==> config.mk <==
export PLATFORM = sky130hd
export DESIGN_NAME = maple_port_phy
export DESIGN_NICKNAME = d
export VERILOG_FILES = /design/src/rtl/maple_port_phy.sv
export SDC_FILE = /design/constraint.sdc
export NUM_CORES = 1
export LEC_CHECK = 0
export ABC_CLOCK_PERIOD_IN_PS = 6000
export CAP_MARGIN = 20
export CORE_MARGIN = 2
export CORE_UTILIZATION = 25
export CTS_CLUSTER_DIAMETER = 120
export DETAILED_ROUTE_END_ITERATION = 16
export MAX_ROUTING_LAYER = met4
export PLACE_DENSITY_LB_ADDON = 0.25
export SLEW_MARGIN = 5
export SYNTH_ARGS = -nofsm -noshare
export SYNTH_HDL_FRONTEND = slang
export SYNTH_SLANG_ARGS = --single-unit
==> constraint.sdc <==
create_clock -name aclk -period 6 [get_ports aclk]
set_clock_uncertainty 0.15 [all_clocks]
set_input_delay 1.2 -clock aclk [delete_from_list [all_inputs] [get_ports aclk]]
set_output_delay 1.2 -clock aclk [all_outputs]
set_load 0.01 [all_outputs]
==> src/rtl/maple_port_phy.sv <==
// Multi-port Maple Bus PHY: port steering, pin synchronisers and glitch filter,
// host-send / device-response turnaround FSM with timeout, and loopback.
module maple_port_phy #(
  parameter int NUM_PORTS   = 4,
  parameter int PORT_W      = 2,
  parameter int SYNC_STAGES = 2,
  parameter int FILTER_LEN  = 3,
  parameter int TIMEOUT_W   = 20
) (
  input  logic                 aclk,
  input  logic                 aresetn,
  input  logic                 enable,
  input  logic                 loopback_en,
  input  logic [PORT_W-1:0]    port_sel,
  input  logic [TIMEOUT_W-1:0] timeout_cycles,
  input  logic                 tx_sdcka,
  input  logic                 tx_sdckb,
  input  logic                 tx_active,
  input  logic                 rx_active,
  output logic                 rx_sdcka,
  output logic                 rx_sdckb,
  input  logic [NUM_PORTS-1:0] sdcka_i,
  input  logic [NUM_PORTS-1:0] sdckb_i,
  output logic [NUM_PORTS-1:0] sdcka_oe,
  output logic [NUM_PORTS-1:0] sdckb_oe,
  output logic [PORT_W-1:0]    cur_port,
  output logic                 busy,
  output logic                 timeout_pulse
);

  localparam int FCNT_W = (FILTER_LEN > 1) ? $clog2(FILTER_LEN) : 1;
  localparam logic [FCNT_W-1:0] FCNT_MAX = FCNT_W'(FILTER_LEN - 1);

  typedef enum logic [1:0] {IDLE, TX, WAIT_RESP, RX} state_t;

  state_t               state, state_nxt;
  logic [PORT_W-1:0]    port_nxt;
  logic [TIMEOUT_W-1:0] tcnt, tcnt_nxt;
  logic                 pulse_nxt;

  logic [NUM_PORTS-1:0] sync_a [SYNC_STAGES];
  logic [NUM_PORTS-1:0] sync_b [SYNC_STAGES];
  logic                 synced_cur_a, synced_cur_b, synced_nxt_a, synced_nxt_b;
  logic                 filt_a, filt_b;
  logic [FCNT_W-1:0]    fcnt_a, fcnt_b;

  // ---------------- FSM ----------------
  always_ff @(posedge aclk or negedge aresetn) begin
    if (!aresetn) begin
      state         <= IDLE;
      cur_port      <= '0;
      tcnt          <= '0;
      timeout_pulse <= 1'b0;
    end else begin
      state         <= state_nxt;
      cur_port      <= port_nxt;
      tcnt          <= tcnt_nxt;
      timeout_pulse <= pulse_nxt;
    end
  end

  always_comb begin
    state_nxt = state;
    port_nxt  = (state == IDLE) ? port_sel : cur_port;
    tcnt_nxt  = tcnt;
    pulse_nxt = 1'b0;
    if (!enable) begin
      state_nxt = IDLE;
    end else begin
      unique case (state)
        IDLE: if (tx_active) state_nxt = TX;
        TX: if (!tx_active) begin
          state_nxt = WAIT_RESP;
          tcnt_nxt  = timeout_cycles;
        end
        WAIT_RESP: begin
          // A zero count never reaches 1, so timeout_cycles==0 waits forever.
          if (tcnt != '0) tcnt_nxt = tcnt - 1'b1;
          if (tx_active) begin
            state_nxt = TX;
          end else if (rx_active) begin
            state_nxt = RX;
          end else if (tcnt == TIMEOUT_W'(1)) begin
            state_nxt = IDLE;
            pulse_nxt = 1'b1;
          end
        end
        RX: if (!rx_active) state_nxt = IDLE;
        default: state_nxt = IDLE;
      endcase
    end
  end

  assign busy = (state != IDLE);

  // ---------------- Input path ----------------
  always_ff @(posedge aclk or negedge aresetn) begin
    if (!aresetn) begin
      for (int unsigned s = 0; s < SYNC_STAGES; s++) begin
        sync_a[s] <= '1;
        sync_b[s] <= '1;
      end
    end else begin
      sync_a[0] <= sdcka_i;
      sync_b[0] <= sdckb_i;
      for (int unsigned s = 1; s < SYNC_STAGES; s++) begin
        sync_a[s] <= sync_a[s-1];
        sync_b[s] <= sync_b[s-1];
      end
    end
  end

  always_comb begin
    synced_cur_a = 1'b1;
    synced_cur_b = 1'b1;
    synced_nxt_a = 1'b1;
    synced_nxt_b = 1'b1;
    for (int unsigned i = 0; i < NUM_PORTS; i++) begin
      if (PORT_W'(i) == cur_port) begin
        synced_cur_a = sync_a[SYNC_STAGES-1][i];
        synced_cur_b = sync_b[SYNC_STAGES-1][i];
      end
      if (PORT_W'(i) == port_nxt) begin
        synced_nxt_a = sync_a[SYNC_STAGES-1][i];
        synced_nxt_b = sync_b[SYNC_STAGES-1][i];
      end
    end
  end

  // One shared filter per line; a port switch reseeds it from the new port.
  always_ff @(posedge aclk or negedge aresetn) begin
    if (!aresetn) begin
      filt_a <= 1'b1;
      filt_b <= 1'b1;
      fcnt_a <= '0;
      fcnt_b <= '0;
    end else if (port_nxt != cur_port) begin
      filt_a <= synced_nxt_a;
      filt_b <= synced_nxt_b;
      fcnt_a <= '0;
      fcnt_b <= '0;
    end else begin
      if (synced_cur_a == filt_a) begin
        fcnt_a <= '0;
      end else if (fcnt_a == FCNT_MAX) begin
        filt_a <= synced_cur_a;
        fcnt_a <= '0;
      end else begin
        fcnt_a <= fcnt_a + 1'b1;
      end
      if (synced_cur_b == filt_b) begin
        fcnt_b <= '0;
      end else if (fcnt_b == FCNT_MAX) begin
        filt_b <= synced_cur_b;
        fcnt_b <= '0;
      end else begin
        fcnt_b <= fcnt_b + 1'b1;
      end
    end
  end

  // ---------------- Outputs ----------------
  always_comb begin
    sdcka_oe = '0;
    sdckb_oe = '0;
    if (state == TX && enable && !loopback_en) begin
      for (int unsigned i = 0; i < NUM_PORTS; i++) begin
        if (PORT_W'(i) == cur_port) begin
          sdcka_oe[i] = ~tx_sdcka;
          sdckb_oe[i] = ~tx_sdckb;
        end
      end
    end
  end

  always_comb begin
    if (loopback_en) begin
      rx_sdcka = tx_sdcka;
      rx_sdckb = tx_sdckb;
    end else if (state == TX) begin
      rx_sdcka = 1'b1;
      rx_sdckb = 1'b1;
    end else begin
      rx_sdcka = filt_a;
      rx_sdckb = filt_b;
    end
  end

endmodule

==> results of run 1 <==
==> registers in the layout (all words and copies together) (netlist names) <==
name and cells:
cur_port 2, fcnt_a 2, fcnt_b 2, filt_a 1, filt_b 1, state 2
sync_a 8, sync_b 8, tcnt 20, timeout_pulse 1
==> layout make-up <==
cell class              count  area share
well taps                 133      0.0515
clock buffers               6      0.0290
inverters                   6     0.00696
repair buffers             55       0.169
flip-flops and latches     47       0.371
clock inverters             2     0.00542
multi-input cells         193       0.367
==> placed cells by master (no fill, tap or decap), drive strengths merged, types with 5 or more instances in the layout <==
master         count
buf                5
inv                7
dfstp             18
dfrtp             29
nor2              31
nor2b              5
or4                7
nor4               8
a21oi             15
nor3              10
o21ai             27
clkdlybuf4s50     50
nand2             22
mux2i              8
clkbuf             6
==> metal layers <==
layer  track usage  vias up
met4        0.0454        0
li1              -     1041
met1         0.158      972
met2         0.172       35
met3        0.0201        6
met5             -        -
==> power breakdown <==
group | internal (mW) | total [mW] | switching, mW
sequential | 0.382 | 0.441 | 0.0585
clock | 0.110 | 0.225 | 0.116
combinational | 0.114 | 0.223 | 0.109
total | 0.606 | 0.889 | 0.283
==> worst max-delay path: cells and delay by family <==
kind | cells | cell delay [ns]
buffers and inverters | 2 | 1.15
AND/OR/NAND/NOR | 3 | 0.65
==> synth_stat cells, types with 2 or more instances <==
master | instances | area share
sky130_fd_sc_hd__nand2b_1 | 3 | 0.0076
sky130_fd_sc_hd__nor2_1 | 31 | 0.047
sky130_fd_sc_hd__a31o_2 | 2 | 0.0071
sky130_fd_sc_hd__nor4b_1 | 2 | 0.0071
sky130_fd_sc_hd__ha_1 | 3 | 0.015
sky130_fd_sc_hd__inv_1 | 6 | 0.0091
sky130_fd_sc_hd__dfstp_2 | 18 | 0.19
sky130_fd_sc_hd__nand3_1 | 3 | 0.0061
sky130_fd_sc_hd__o31ai_1 | 2 | 0.0061
sky130_fd_sc_hd__nor2b_1 | 5 | 0.013
sky130_fd_sc_hd__or2_2 | 2 | 0.0051
sky130_fd_sc_hd__o21ai_0 | 27 | 0.055
sky130_fd_sc_hd__mux4_2 | 2 | 0.018
sky130_fd_sc_hd__clkbuf_1 | 15 | 0.023
sky130_fd_sc_hd__a22oi_1 | 4 | 0.012
sky130_fd_sc_hd__o22a_1 | 2 | 0.0071
sky130_fd_sc_hd__mux2i_1 | 8 | 0.032
sky130_fd_sc_hd__a31oi_1 | 2 | 0.0051
sky130_fd_sc_hd__xnor2_1 | 4 | 0.014
sky130_fd_sc_hd__a41oi_1 | 2 | 0.0071
sky130_fd_sc_hd__or3_1 | 4 | 0.010
sky130_fd_sc_hd__a2bb2oi_1 | 2 | 0.0071
sky130_fd_sc_hd__o21a_1 | 4 | 0.012
sky130_fd_sc_hd__nor4_1 | 8 | 0.020
sky130_fd_sc_hd__nand2_1 | 22 | 0.033
sky130_fd_sc_hd__a22o_1 | 2 | 0.0071
sky130_fd_sc_hd__or4_1 | 6 | 0.018
sky130_fd_sc_hd__dfrtp_1 | 29 | 0.29
sky130_fd_sc_hd__nor3_1 | 10 | 0.020
sky130_fd_sc_hd__o22ai_1 | 2 | 0.0051
sky130_fd_sc_hd__a21oi_1 | 15 | 0.030
sky130_fd_sc_hd__nor3b_1 | 3 | 0.0091
==> stage by stage <==
step           hold slack, ns  worst slack, ns  utilization  cell area (um2)  instances
2_1_floorplan           0.195             2.76            -             2480        262
3_3_place_gp            0.196             1.64        0.320             3100        433
3_5_place_dp            0.197             1.63        0.322             3120        434
4_1_cts                 0.212             1.62        0.334             3230        442
5_1_grt                 0.214             1.53        0.334             3230        442
6_report                0.210             1.66        0.334             3230        442
==> path summary, 6_finish.rpt <==
check                                        to  slack, ns
setup / recovery                    sdcka_oe[0]       1.66
hold / removal              sync_a[1]$_DFF_PN1_       0.21
setup reg to reg            tcnt[0]$_DFFE_PN0P_       3.03
hold reg to reg             sync_a[1]$_DFF_PN1_       0.21
max in group asynchronous   sync_a[0]$_DFF_PN1_       4.47
min in group asynchronous  tcnt[10]$_DFFE_PN0P_       0.66
==> cells by family (layout without fill, tap and decap cells) <==
family          count (synthesis)  count (layout)  synth area share
simple gates                  103             103             0.212
mux                            10              10            0.0505
fa+ha+maj                       3               3            0.0152
compound gates                 73              73             0.187
buf+inv                        22              69            0.0364
flops                          47              47             0.484
xor+xnor                        4               4            0.0141
==> results.toml, run 1 <==
[setup_path]
worstPathArrival_ns = 2.99
worst_r2r_path_depth = 5
timing.critical_path.required_ns = 4.65
critical-path-slowest-cell = "sky130_fd_sc_hd__clkdlybuf4s50_1"
startpoint = "enable"
timing.critical_path.fanout_max = 7
worst_r2r_startpoint = "tcnt[10]$_DFFE_PN0P_"
critical_path_class = "in -> out"
crit_path_start_kind = "primary input"
cp_slowest_stage_delay_ns = 0.59
worst_path_most_repeated_cell = "sky130_fd_sc_hd__clkdlybuf4s50_1"
critical_path.endpoint_type = "output port"
crit_path_cell_trace = "clkdlybuf4s50_1 > nand2_1 > or3_1 > nor3_1 > clkdlybuf4s50_1"

[finish]
nNetsFinal = 349
fillCellCount = 1001
area_of_the_multi_input_gates_mm2 = 0.00119
seq_area_mm2 = 0.00120
layout-drive-gt1-share = 0.136
insertedDiodeCount = 0
flow.area_growth_from_synthesis_pct = 30.6

[sta]
grt_setup_unrepaired = "false"
worst_slew_pin_slew_ns = 0.785
portion_of_the_clock_cycle_consumed_by_the_worst_path_in_the_final_layout = 0.724
max_freq_ghz = 0.230
setup_viol_count_final = 0
tns_ns = 0
report.final.slew_viol_count = 0
period_minus_slack_ns = 4.34
finalHoldViolCount = 0
timing.slew.headroom = 0.477

[grt]
antenna_found_initial = 0
grt_start_max_net_pins = 39
total_overflow_reported_by_the_global_router = 0
wire_length_of_the_first_global_routing_pass_um = 9930
track_usage = 0.116
first_global_vias = 1989

[logic_synthesis]
synth-edff-count = 0
syn_area_per_cell_um2 = 9.45
syn_area_mm2 = 0.00248
ys_seq_elements = 47
number_of_distinct_library_cells_after_synthesis = 44
asyncSetResetFlopFracSynth = 1.00
synth_sequential_area_ratio = 0.484
synth-main-ff-cell = "sky130_fd_sc_hd__dfrtp_1"
synth_fp_nets = 303
warnings_from_yosys = 0
postSynthCellCount = 262

[power_and_ir_drop]
ir_worst_vdd_mv = 0.0917
leakagePower_nw = 1.22
power_uw = 889
power.density_mw_per_mm2 = 275

[clock_network]
clock_latency_on_the_worst_skew_pair_ns = 0.30
cts_tree = "built"
path_clk_slew_ns = 0.09
cts_repair_resizes = 0
post-cts-setup-buffer-count = 0
ctsLongestPathBuffers = 2
total_of_hold_buffers_inserted_after_clock_tree_synthesis = 0
cts.root.buffer_cell = "sky130_fd_sc_hd__clkbuf_8"
clock_tree.htree_level_count = 2
cts_sinks = 47
cts_buffers = 5

[detailed_routing]
ant_nets = 0
routed_wirelength_um = 5850
length_of_the_first_detailed_routing_pass_in_iterations = 4
initialDrtViolationCount = 85
dr_total_vias = 2054
detail_route.drc_violations = 0
met2_length_um = 2730
met3_length_um = 156
wl_per_cell_um = 13.2
routedLengthMet1_um = 2860
route.top_layer_used = "met4"
via_per_inst = 4.65

[min_path]
hold_path_depth = 0
worst_hold_path_type = "reg -> reg"
worst_min_path_start = "sync_a[5]$_DFF_PN1_"

[placement]
detailedPlacementHpwl_um = 4300
port_buffers = 51
gpl_wtd_cong = 0.822

[die]
io_pins = 52
fp-row-count = 36
core-area_mm2 = 0.00968
die_boundary_height_um = 104
floorplan_die_area_mm2 = 0.0107
floorplan.die.width_um = 104
start_util = 0.256

[flow_run]
timing.max_cap.violations = 0

[status]
status = "complete, no violations"
Power figures use the tool's default switching activity.
==> run 2, diff against run 1 <==
--- a/config.mk
+++ b/config.mk
@@ -5,7 +5,7 @@
 export SDC_FILE = /design/constraint.sdc
 export NUM_CORES = 1
 export LEC_CHECK = 0
-export ABC_CLOCK_PERIOD_IN_PS = 6000
+export ABC_CLOCK_PERIOD_IN_PS = 4500
 export CAP_MARGIN = 20
 export CORE_MARGIN = 2
 export CORE_UTILIZATION = 25
==> constraint.sdc (replaced) <==
create_clock -name aclk -period 4.5 [get_ports aclk]
set_clock_uncertainty 0.15 [all_clocks]
set_input_delay 0.9 -clock aclk [delete_from_list [all_inputs] [get_ports aclk]]
set_output_delay 0.9 -clock aclk [all_outputs]
set_load 0.01 [all_outputs]
==> results.toml, run 2 (same netlist as run 1, synthesis figures left out) <==
[clock_network]
total_of_hold_buffers_inserted_after_clock_tree_synthesis = 0
cts.root.buffer_cell = "sky130_fd_sc_hd__clkbuf_8"
cts_buffers = 5
clock_tree.htree_level_count = 2
cts_tree = "built"
ctsLongestPathBuffers = 2
path_clk_slew_ns = 0.09
post-cts-setup-buffer-count = 0
clock_latency_on_the_worst_skew_pair_ns = 0.30
cts_repair_resizes = 0
cts_sinks = 47

[status]
status = "complete, no violations"

[die]
start_util = 0.256
floorplan_die_area_mm2 = 0.0107
die_boundary_height_um = 104
floorplan.die.width_um = 104
core-area_mm2 = 0.00968
io_pins = 52
fp-row-count = 36

[grt]
total_overflow_reported_by_the_global_router = 0
grt_start_max_net_pins = 48
track_usage = 0.117
antenna_found_initial = 0
first_global_vias = 2112
wire_length_of_the_first_global_routing_pass_um = 10100

[setup_path]
timing.critical_path.fanout_max = 7
critical_path_class = "in -> out"
critical-path-slowest-cell = "sky130_fd_sc_hd__clkdlybuf4s50_1"
cp_slowest_stage_delay_ns = 0.60
timing.critical_path.required_ns = 3.45
worst_path_most_repeated_cell = "sky130_fd_sc_hd__clkdlybuf4s50_1"
critical_path.endpoint_type = "output port"
worstPathArrival_ns = 2.71
crit_path_cell_trace = "clkdlybuf4s50_1 > nand2_1 > or3_1 > nor3_1 > clkdlybuf4s50_1"
crit_path_start_kind = "primary input"

[sta]
report.final.slew_viol_count = 0
tns_ns = 0
timing.slew.headroom = 0.466
worst_slew_pin_slew_ns = 0.802
finalHoldViolCount = 0
portion_of_the_clock_cycle_consumed_by_the_worst_path_in_the_final_layout = 0.836
worst_slack_ns = 0.739
period_minus_slack_ns = 3.76
setup_viol_count_final = 0
grt_setup_unrepaired = "false"
max_freq_ghz = 0.266

[power_and_ir_drop]
leakagePower_nw = 1.22
ir_worst_vdd_mv = 0.123
power_mw = 1.18
power.density_mw_per_mm2 = 366

[finish]
finalInstanceArea_mm2 = 0.00323
largest_register_by_flop_count = "tcnt"
final_common_cell = "sky130_fd_sc_hd__clkdlybuf4s50_1"
insertedDiodeCount = 0
fillCellCount = 1007
biggestRegsByFlops = "tcnt x20, sync_a x8, sync_b x8"
final_util = 0.334
layout-drive-gt1-share = 0.136
largest_register_ff_count = 20
most-common-layout-cells = "50 x sky130_fd_sc_hd__clkdlybuf4s50_1, 31 x sky130_fd_sc_hd__nor2_1, 29 x sky130_fd_sc_hd__dfrtp_1"
nNetsFinal = 349
flow.area_growth_from_synthesis_pct = 30.6

[detailed_routing]
initialDrtViolationCount = 90
ant_nets = 0
via_per_inst = 4.69
wl_per_cell_um = 13.2
length_of_the_first_detailed_routing_pass_in_iterations = 4
detail_route.drc_violations = 0
dr_total_vias = 2071
routed_wirelength_um = 5840

[placement]
detailedPlacementHpwl_um = 4200
gpl_wtd_cong = 0.807
detailed_place.area_mm2 = 0.00310
place_ws_ns = 0.738
port_buffers = 51

[flow_run]
timing.max_cap.violations = 0

[min_path]
worst_hold_path_type = "reg -> reg"
==> run 2: worst max-delay path, delay by kind of cell <==
family	cells	cell delay, ns
buffers and inverters	2	1.16
and+or+nand+nor	3	0.65
==> run 2: through the flow <==
stage | instances | hold slack (ns)
final | 442 | 0.208
after global routing | 442 | 0.214
after CTS | 441 | 0.212
after detailed placement | 433 | 0.197
after global placement | 433 | 0.196
after floorplan | 262 | 0.195
==> run 2: cell type report <==
| class | count | area, um2 | share of cell area |
|---|---|---|---|
| inverters | 6 | 22.5 | 0.00696 |
| clock inverters | 2 | 17.5 | 0.00542 |
| multi-input cells | 193 | 1190 | 0.367 |
| flip-flops and latches | 47 | 1200 | 0.371 |
| clock buffers | 6 | 93.8 | 0.0290 |
| well taps | 133 | 166 | 0.0515 |
| repair buffers | 55 | 548 | 0.169 |
==> run 2: per-layer routing <==
| metal | share of wire | vias to the layer above | GRT usage | wire, um |
|---|---|---|---|---|
| met4 | 0.013 | 0 | 0.0386 | 77 |
| met2 | 0.48 | 37 | 0.185 | 2780 |
| met1 | 0.48 | 981 | 0.153 | 2820 |
| met3 | 0.028 | 7 | 0.0220 | 164 |
| li1 | - | 1046 | - | - |
| met5 | 0 | - | - | 0 |
==> run 2: final timing paths <==
path                                 startpoint                  end  slack [ns]  cells after the start
hold reg to reg             sync_b[4]$_DFF_PN1_  sync_b[0]$_DFF_PN1_        0.21                      0
setup / recovery                         enable          sdckb_oe[0]        0.74                      5
max in group asynchronous               aresetn  sync_a[0]$_DFF_PN1_        3.28                      2
hold / removal              sync_b[4]$_DFF_PN1_  sync_b[0]$_DFF_PN1_        0.21                      0
setup reg to reg           tcnt[10]$_DFFE_PN0P_  tcnt[0]$_DFFE_PN0P_        1.57                      5
min in group asynchronous               aresetn  tcnt[8]$_DFFE_PN0P_        0.35                      1
==> run 2: where the power goes <==
| group | leakage [nW] | switching [mW] | internal, mW |
|---|---|---|---|
| Clock | 0.0569 | 0.153 | 0.146 |
| Sequential | 0.549 | 0.0790 | 0.510 |
| Combinational | 0.618 | 0.145 | 0.152 |
==> run 3, diff against run 2 <==
--- a/config.mk
+++ b/config.mk
@@ -5,7 +5,7 @@
 export SDC_FILE = /design/constraint.sdc
 export NUM_CORES = 1
 export LEC_CHECK = 0
-export ABC_CLOCK_PERIOD_IN_PS = 4500
+export ABC_CLOCK_PERIOD_IN_PS = 3800
 export CAP_MARGIN = 20
 export CORE_MARGIN = 2
 export CORE_UTILIZATION = 25
==> constraint.sdc (replaced) <==
create_clock -name aclk -period 3.8 [get_ports aclk]
set_clock_uncertainty 0.15 [all_clocks]
set_input_delay 0.76 -clock aclk [delete_from_list [all_inputs] [get_ports aclk]]
set_output_delay 0.76 -clock aclk [all_outputs]
set_load 0.01 [all_outputs]
==> results.toml, run 3 (same netlist as run 1, synthesis figures left out) <==
[status]
status = "complete, no violations"

[setup_path]
crit_path_start_kind = "primary input"
timing.critical_path.required_ns = 2.89
critical_path_class = "in -> out"
timing.critical_path.fanout_max = 7
critical_path.endpoint_type = "output port"
worstPathArrival_ns = 2.55

[clock_network]
post-cts-setup-buffer-count = 0
clock_tree.htree_level_count = 2
total_of_hold_buffers_inserted_after_clock_tree_synthesis = 0
cts.root.buffer_cell = "sky130_fd_sc_hd__clkbuf_8"
cts_repair_resizes = 0
cts_buffers = 5
cts_sinks = 47
ctsLongestPathBuffers = 2
path_clk_slew_ns = 0.10
clock_latency_on_the_worst_skew_pair_ns = 0.31
cts_tree = "built"

[sta]
portion_of_the_clock_cycle_consumed_by_the_worst_path_in_the_final_layout = 0.912
setup_viol_count_final = 0
finalHoldViolCount = 0
worst_slew_pin_slew_ns = 0.788
final.hold.worst_slack_ns = 0.185
report.final.slew_viol_count = 0
tns_ns = 0
period_minus_slack_ns = 3.46
max_freq_ghz = 0.289
timing.slew.headroom = 0.475
grt_setup_unrepaired = "false"

[die]
die_boundary_height_um = 104
core-area_mm2 = 0.00968
io_pins = 52
start_util = 0.256
floorplan.die.width_um = 104
floorplan_die_area_mm2 = 0.0107
fp-row-count = 36

[detailed_routing]
ant_nets = 0
via_per_inst = 4.65
routed_wirelength_um = 5930
detail_route.drc_violations = 0
length_of_the_first_detailed_routing_pass_in_iterations = 4
wl_per_cell_um = 13.4
dr_total_vias = 2061
initialDrtViolationCount = 101

[finish]
finish.cell_count_without_fillers = 443
final_common_cell = "sky130_fd_sc_hd__clkdlybuf4s50_1"
biggestRegsByFlops = "tcnt x20, sync_a x8, sync_b x8"
final_util = 0.334
most-common-layout-cells = "50 x sky130_fd_sc_hd__clkdlybuf4s50_1, 31 x sky130_fd_sc_hd__nor2_1, 29 x sky130_fd_sc_hd__dfrtp_1"
fillCellCount = 1024
area_of_the_multi_input_gates_mm2 = 0.00119
nNetsFinal = 350
largest_register_ff_count = 20
largest_register_by_flop_count = "tcnt"
layout-drive-gt1-share = 0.139
seq_area_mm2 = 0.00120
flow.area_growth_from_synthesis_pct = 30.6
insertedDiodeCount = 0

[grt]
total_overflow_reported_by_the_global_router = 0
wire_length_of_the_first_global_routing_pass_um = 10200
grt_start_max_net_pins = 48
first_global_vias = 2084
track_usage = 0.119
antenna_found_initial = 0

[power_and_ir_drop]
leakagePower_nw = 1.22
power_mw = 1.38
seq_power_share = 0.507
fraction_of_power_spent_switching_nets = 0.332
ir_worst_vdd_mv = 0.135
power.density_mw_per_mm2 = 426
clock_power_share = 0.237
net-switching-power_uw = 457
power.internal_uw = 920
comb_power_share = 0.257

[placement]
gpl_wtd_cong = 0.805
port_buffers = 51
dp.cells = 433
detailedPlacementHpwl_um = 4210

[flow_run]
timing.max_cap.violations = 0

[min_path]
worst_hold_path_type = "in -> async"
[run 3: changes by cell type in the layout (fill, tap and decap cells not counted)]
cell                        previous run  this run
sky130_fd_sc_hd__buf_8                 0         1
sky130_fd_sc_hd__clkbuf_16             1         0
sky130_fd_sc_hd__inv_6                 1         2
[run 3: area by class of cell]
| class | count | share of cell area |
|---|---|---|
| Clock inverter | 3 | 0.00813 |
| Tap cell | 133 | 0.0515 |
| Sequential cell | 47 | 0.371 |
| Inverter | 6 | 0.00697 |
| Timing Repair Buffer | 56 | 0.174 |
| Clock buffer | 5 | 0.0213 |
| Multi-Input combinational cell | 193 | 0.367 |
[run 3: worst paths after layout]
path | slack [ns] | to | cells after the start | startpoint
setup / recovery | 0.34 | sdckb_oe[0] | 5 | enable
hold / removal | 0.19 | tcnt[8]$_DFFE_PN0P_ | 1 | aresetn
setup reg to reg | 0.87 | tcnt[0]$_DFFE_PN0P_ | 5 | tcnt[10]$_DFFE_PN0P_
hold reg to reg | 0.21 | sync_a[1]$_DFF_PN1_ | 0 | sync_a[5]$_DFF_PN1_
max in group asynchronous | 2.74 | filt_a$_DFFE_PN1P_ | 2 | aresetn
min in group aclk | 0.21 | sync_a[1]$_DFF_PN1_ | 0 | sync_a[5]$_DFF_PN1_
[run 3: power by group through the flow]
stage | Combinational, mW | Sequential [mW] | Clock [mW]
floorplan | 0.251 | 0.674 | 0
global placement | 0.348 | 0.703 | 0
detailed placement | 0.352 | 0.706 | 0
CTS | 0.354 | 0.698 | 0.341
global route | 0.398 | 0.716 | 0.358
finish | 0.353 | 0.698 | 0.326
[run 3: metrics by stage]
stage / worst slack (ns) / instance area [um2]
after floorplan: 1.11 / 2480
after global placement: 0.326 / 3100
after detailed placement: 0.303 / 3100
after CTS: 0.294 / 3200
after global routing: 0.188 / 3230
final: 0.336 / 3230
[run 3: worst max-delay path, cell delays in order]
cell,delay (ns)
sky130_fd_sc_hd__clkdlybuf4s50_1,0.59
sky130_fd_sc_hd__nand2_1,0.11
sky130_fd_sc_hd__or3_1,0.38
sky130_fd_sc_hd__nor3_1,0.15
sky130_fd_sc_hd__clkdlybuf4s50_1,0.56
[run 3: layer usage]
metal	routed length (um)	vias up	track usage
met5	0	-	-
met4	119	0	0.0454
met3	156	9	0.0189
met2	2720	34	0.184
met1	2940	975	0.158
li1	-	1043	-
